File: config.mk
export PLATFORM = sky130hd
export DESIGN_NAME = stopwatch
export DESIGN_NICKNAME = d
export VERILOG_FILES = /design/src/rtl/stopwatch_pkg.sv /design/src/rtl/stopwatch_digit.sv /design/src/rtl/stopwatch.sv
export SDC_FILE = /design/constraint.sdc
export NUM_CORES = 1
export LEC_CHECK = 0
export ABC_CLOCK_PERIOD_IN_PS = 6600
export CAP_MARGIN = 20
export CORE_MARGIN = 4
export CORE_UTILIZATION = 50
export DETAILED_ROUTE_END_ITERATION = 12
export DONT_BUFFER_PORTS = 1
export HOLD_SLACK_MARGIN = 0.02
export SLEW_MARGIN = 20
export SYNTH_ARGS = -nofsm -noshare
export SYNTH_HDL_FRONTEND = slang
export SYNTH_HIERARCHICAL = 1
export SYNTH_SLANG_ARGS = --single-unit
File: constraint.sdc
create_clock -name clk -period 6.6 [get_ports clk]
set_input_delay 1.65 -clock clk [delete_from_list [all_inputs] [get_ports clk]]
set_output_delay 1.65 -clock clk [all_outputs]
set_load 0.02 [all_outputs]
File: src/rtl/stopwatch_pkg.sv
// Shared types and digit limits for the M:SS.t BCD stopwatch.
package stopwatch_pkg;

    typedef logic [3:0] bcd_t;

    localparam bcd_t TENTHS_MAX   = 4'd9;
    localparam bcd_t SEC_ONES_MAX = 4'd9;
    localparam bcd_t SEC_TENS_MAX = 4'd5;
    localparam bcd_t MIN_MAX      = 4'd9;

    // Digit index 0 is tenths, 3 is minutes.
    function automatic bcd_t digit_max(input int idx);
        case (idx)
            0:       return TENTHS_MAX;
            1:       return SEC_ONES_MAX;
            2:       return SEC_TENS_MAX;
            default: return MIN_MAX;
        endcase
    endfunction

endpackage

File: src/rtl/stopwatch_digit.sv
// One BCD digit that wraps at MAX (up) or 0 (down); co flags that the next step wraps.
module bcd_digit_counter
    import stopwatch_pkg::*;
#(
    parameter bcd_t MAX = 4'd9
) (
    input  logic clk,
    input  logic reset,
    input  logic en,
    input  logic dir,
    input  logic clr,
    output bcd_t digit,
    output logic co
);

    bcd_t digit_reg;

    always_ff @(posedge clk or posedge reset) begin
        if (reset) begin
            digit_reg <= '0;
        end else if (clr) begin
            digit_reg <= '0;
        end else if (en) begin
            if (digit_reg > MAX)
                digit_reg <= '0;
            else if (dir)
                digit_reg <= (digit_reg == 4'd0) ? MAX : digit_reg - 4'd1;
            else
                digit_reg <= (digit_reg == MAX) ? 4'd0 : digit_reg + 4'd1;
        end
    end

    // Independent of en so the top can AND these into a saturation test without a loop.
    assign co    = dir ? (digit_reg == 4'd0) : (digit_reg == MAX);
    assign digit = digit_reg;

endmodule

File: src/rtl/stopwatch.sv
// Four-digit BCD stopwatch/timer (0:00.0 .. 9:59.9) with start/stop/clear and up/down count.
module stopwatch
    import stopwatch_pkg::*;
#(
    parameter int CLK_DIV = 1
) (
    input  logic clk,
    input  logic reset,
    input  logic Start,
    input  logic Stop,
    input  logic Clear,
    input  logic CountDown,
    output bcd_t Minutes,
    output bcd_t SecondsTens,
    output bcd_t SecondsOnes,
    output bcd_t TenthsOfSeconds
);

    localparam int DIV_W = (CLK_DIV > 1) ? $clog2(CLK_DIV) : 1;
    localparam logic [DIV_W-1:0] DIV_LAST = DIV_W'(CLK_DIV - 1);

    logic             run_reg, run_next;
    logic [DIV_W-1:0] div_reg, div_next;
    logic             start_act, ctrl, tick, at_limit, step;
    logic [4:0]       en_chain;
    logic [3:0]       co;
    bcd_t             digit [4];

    // Start while running is ignored entirely, so it neither stalls the count nor resyncs the divider.
    assign start_act = Start && !run_reg;
    assign ctrl      = Clear || Stop || start_act;
    assign tick      = run_reg && (div_reg == DIV_LAST);
    assign at_limit  = &co;
    assign step      = tick && !ctrl && !at_limit;

    always_comb begin
        run_next = run_reg;
        div_next = div_reg;
        if (Clear)
            run_next = 1'b0;
        else if (Stop)
            run_next = 1'b0;
        else if (start_act)
            run_next = 1'b1;

        if (ctrl)
            div_next = '0;
        else if (run_reg)
            div_next = (div_reg == DIV_LAST) ? '0 : div_reg + 1'b1;
    end

    always_ff @(posedge clk or posedge reset) begin
        if (reset) begin
            run_reg <= 1'b0;
            div_reg <= '0;
        end else begin
            run_reg <= run_next;
            div_reg <= div_next;
        end
    end

    assign en_chain[0] = step;

    generate
        for (genvar gi = 0; gi < 4; gi++) begin : g_digit
            bcd_digit_counter #(.MAX(digit_max(gi))) u_digit (
                .clk   (clk),
                .reset (reset),
                .en    (en_chain[gi]),
                .dir   (CountDown),
                .clr   (Clear),
                .digit (digit[gi]),
                .co    (co[gi])
            );
            assign en_chain[gi+1] = en_chain[gi] && co[gi];
        end
    endgenerate

    assign TenthsOfSeconds = digit[0];
    assign SecondsOnes     = digit[1];
    assign SecondsTens     = digit[2];
    assign Minutes         = digit[3];

endmodule

## Word-level counts from Yosys, hierarchy flattened

Cells that the tools add are included.

- Register bits after elaboration: 18
- Bits of input ports: 6
- Logic and storage cells: 81

- $add $sub $neg: 9
- Order comparisons: 4
- Equality and inequality tests: 4
- Multiplexer cells: 34
- Bitwise gates (word level): 1
- Reductions and logical operators: 23

Operators by type and width:

| cell | number |
|---|---|
| 4-bit 2-to-1 mux | 24 |
| 4-bit by 1-bit adder with 4-bit output, second input constant | 4 |
| 4-bit logical NOT | 4 |
| 4-bit by 1-bit subtractor with 4-bit output, second input constant | 4 |
| 4-bit equality test, second input constant | 3 |
| 4-bit greater-than comparator, second input constant | 3 |
| 1-bit 2-to-1 mux | 10 |
| 2-bit nonzero test | 5 |
| 1-bit logical AND | 7 |
| 4-bit by 3-bit equality test with 1-bit output, second input constant | 1 |
| 4-bit by 3-bit greater-than comparator with 1-bit output, second input constant | 1 |
| 4-bit AND reduction | 1 |
| 1-bit logical NOT | 3 |
| 3-bit nonzero test | 1 |
| 1-bit logical OR | 2 |
| 1-bit adder, second input constant | 1 |
| 1-bit NOT | 1 |

## Logic depth before layout (Yosys ltp)

- Depth in word-level cells: 11
- Depth in mapped cells: 8
- Gate-level depth less buffers: 7

## Hierarchy

The synthesis kept the hierarchy.

By module, submodules not included:

| module | times used | cells an instance | area an instance (um^2) |
|---|---|---|---|
| bcd_digit_counter at g_digit[0].u_digit ... | 3 | 32 | 296.5 |
| bcd_digit_counter at g_digit[2].u_digit | 1 | 27 | 250.2 |
| stopwatch | 1 | 12 | 91.3 |

## Worst setup path after synthesis

Ideal clock, no wire load.

- Path type: input port to flip-flop
- Start: input CountDown
- End: register g_digit[3].u_digit.digit_reg[1]
- Setup time: 0.110 ns
- Arrival time: 3.493 ns
- Data required time: 6.490 ns
- Slack: 2.997 ns
- Stages on the path: 7
- Buffers on the path: 0
- Path through: or3b_1 a211oi_2 inv_1 nor4_1 and2b_1 o21ai_0 o41ai_1

- Word-level cells in the longest chain between the ends: 8
- Elaborated cells on any way between the ends: 15
- Classes of those cells: mux (8); reduce/logical (7)

Ends and longest elaborated chain:

| what | RTL line | RTL |
|---|---|---|
| start, declared | stopwatch.sv:12 | `input logic CountDown,` |
| 1-bit 2-to-1 mux * | stopwatch_digit.sv:34 | `assign co = dir ? (digit_reg == 4'd0) : (digit_reg == MAX);` |
| net co[2] | stopwatch.sv:26 | `logic [3:0] co;` |
| 4-bit AND reduction | stopwatch.sv:33 | `assign at_limit = &co;` |
| 1-bit logical NOT | stopwatch.sv:34 | `assign step = tick && !ctrl && !at_limit;` |
| 1-bit logical AND | stopwatch.sv:34 |  |
| 1-bit logical AND (2 in a row) | stopwatch.sv:75 | `assign en_chain[gi+1] = en_chain[gi] && co[gi];` |
| 1-bit logical AND * | stopwatch.sv:75 |  |
| net en_chain[3] | stopwatch.sv:25 | `logic [4:0] en_chain;` |
| 2-bit nonzero test (no line) * | - |  |
| end signal, assigned | stopwatch_digit.sv:27 | `digit_reg <= (digit_reg == 4'd0) ? MAX : digit_reg - 4'd1;` |
| end signal, assigned | stopwatch_digit.sv:29 | `digit_reg <= (digit_reg == MAX) ? 4'd0 : digit_reg + 4'd1;` |
| end, declared | stopwatch_digit.sv:16 | `bcd_t digit_reg;` |

The timed path passes the listed nets; every way through them passes the cells marked *. The select of a mux whose other input is x is not followed.
A chain may end at the register's enable or synchronous reset.

## Final worst setup path

Ends and elaborated chain as after synthesis.

==> results.json <==
{
  "drive_gt1_frac": 0.08088,
  "clockBufferDepth": 2,
  "layout_commonest_cell": "dfrtp_1",
  "period_needed_ps": 3557,
  "max_freq_mhz": 281.1,
  "final-setup-viol-count": 0,
  "finalSetupTns_ps": 0,
  "ctsHoldBuffers": 0,
  "yosysTopAreaCellShare": 0.3455,
  "worst-path-max-fanout": 23,
  "grt_max_degree": 24,
  "path_clk_slew_ps": 100,
  "dp_hpwl_um": 1937,
  "worst_ep_arrival_time_ps": 3750,
  "largest_reg_flops": 16,
  "place_area_um2": 1232,
  "critPathKind": "input pin to flop",
  "drv_cap": 0,
  "initial_utilization": 0.5410,
  "period_share": 0.5389,
  "cp.required_ps": 6790,
  "clock_skew_ps": 3.574,
  "slew_headroom": 0.5059,
  "drcViolationCount": 0,
  "routed_wl_um": 2707,
  "nets": 143,
  "rsz0062_at_grt": "false",
  "diodes": 0,
  "power_leakage_uw": 0.0004968,
  "post-route-cell-area_um2": 1259,
  "drt_pass1_iterations": 4,
  "routedWlPerCell_um": 16.51,
  "critPathCaptureType": "flop",
  "yosys-top-cells-area": "dfrtp_1, nor3b_1, inv_1",
  "syn_area_um2": 1231,
  "worst_pin_slew_ps": 734.4,
  "htreeDepth": 1,
  "syn_to_final_growth_pct": 2.236,
  "detail-route-antenna-nets": 0,
  "cts.sinks": 17,
  "gr-usage-all-layers": 0.1715,
  "min_path_cells": 2,
  "layout_common_cells": "dfrtp_1, inv_1, nand2_1",
  "cts_tree": "yes",
  "yosysSeqAreaShare": 0.3455,
  "critPathSlowestCell": "nor4_1",
  "ys_warn_count": 6,
  "outcome": "completed",
  "fp.dieW_um": 57.62,
  "core-area_um2": 2276,
  "post-cts-setup-buffers": 0,
  "worst_setup_path_start_kind": "input pin",
  "clk_latency_ps": 290,
  "hold_viol": 0,
  "grt_pass1_vias": 983,
  "crit_chain": "or3b_1 > a211oi_2 > inv_1 > nor4_1 > and2b_1 > o21ai_0 > o41ai_1",
  "hold_path_class": "flop to flop",
  "ys_ff_latch": 17,
  "critPathMaxStageDelay_ps": 650,
  "rows": 17,
  "grt_pass1_wl_um": 4609,
  "dpl.cell_count": 160,
  "vias": 1047,
  "portBuffers": 0,
  "report.final.slew_viol_count": 0,
  "fin_util": 0.5531,
  "vias_per_cell": 6.384,
  "r2r_cells": 7,
  "cts_resized": 0,
  "ys_types": 27,
  "p_per_area_nw_per_um2": 143.6,
  "grt_overflow_total": 0,
  "grt_antenna_before_repair": 0,
  "cts_buffers": 3,
  "die_h_um": 57.62,
  "irDropWorstVdd_mv": 0.1033,
  "syn_nets": 141,
  "clockRootBuffer": "clkbuf_4",
  "fp.dieArea_um2": 3320,
  "synth_cells": 135,
  "cp.depth": 7,
  "finalNonFillerCells": 164,
  "dr.first_iter.drc_count": 54,
  "path_delay_family": "simple AND/OR/NAND/NOR gates",
  "whs_ps": 558.8,
  "avgSynthCellArea_um2": 9.120,
  "globalplace.congestion": 0.8486,
  "yosysTopAreaCell": "dfrtp_1",
  "cp_num_buf_inv": 1,
  "io_pins": 22
}
==> synth_stat cells <==
master,count
and2b_1,3
nand3b_1,4
o21ai_0,7
or3b_4,1
xnor2_1,4
a41oi_1,5
nor2_1,11
nand2_1,14
nor4_1,1
a211oi_1,4
buf_6,3
a311oi_1,1
a21boi_0,3
and3b_1,4
a21boi_2,3
a32oi_1,3
nor3b_1,9
or3b_1,4
inv_1,14
o41ai_1,5
o221a_1,3
a211oi_2,4
and2_1,1
dfrtp_1,17
o21a_1,1
nor3_1,3
o32ai_1,3
==> worst reg2reg max path: stages (launching register included) <==
cell      delay [ps]
dfrtp_1          530
or3b_1           440
a211oi_2         360
inv_1             70
nor4_1           650
and2b_1          250
o21ai_0          160
o41ai_1          260
==> cells by family (layout without fill, tap and decap cells) <==
kind of cell,Yosys count,after routing,synth area share
buffers and inverters,17,18,0.07012
DFF,17,17,0.3455
AOI/OAI and AO/OA,42,42,0.2937
and+or+nand+nor,55,55,0.2622
xor gates and xnor gates,4,4,0.02845
==> final timing paths <==
| kind | from | to | slack, ps |
|---|---|---|---|
| min | run_reg$_DFFE_PP0P_ | run_reg$_DFFE_PP0P_ | 560 |
| max reg2reg | g_digit[2].u_digit/digit[2]$_DFFE_PP0P_ | g_digit[3].u_digit/digit[1]$_DFFE_PP0P_ | 3780 |
| max | CountDown | g_digit[3].u_digit/digit[1]$_DFFE_PP0P_ | 3040 |
| min reg2reg | run_reg$_DFFE_PP0P_ | run_reg$_DFFE_PP0P_ | 560 |
| min in group asynchronous | reset | run_reg$_DFFE_PP0P_ | 1070 |
| max in group asynchronous | reset | g_digit[0].u_digit/digit[2]$_DFFE_PP0P_ | 5330 |
==> where the power goes <==
group | switching (µW) | internal (µW) | leakage (µW) | total (µW)
sequential | 2.02 | 105 | 0.000237 | 107
clock | 33.7 | 23.5 | 0.0000150 | 57.2
combinational | 9.13 | 7.57 | 0.000245 | 16.7
==> metrics by stage <==
stage               setup slack, ps  total power [µW]
finish                         3043             180.8
CTS                            3060             183.2
detailed placement             2753             125.7
global route                   2865             190.8
global placement               2845             125.5
floorplan                      2997             123.7
==> routing by layer <==
metal	GRT usage	share of wire
met5	0	0
met4	0.05960	0.0063
met3	0.03341	0.062
met2	0.2984	0.47
met1	0.2103	0.46
==> cell type report <==
type,instances,area (µm²)
multi-input cells,101,719.4
clock buffers,4,26.28
fillers,202,1017
flip-flops and latches,17,425.4
well taps,28,35.03
inverters,14,52.55
No activity file was read; power rests on OpenSTA's default activity.
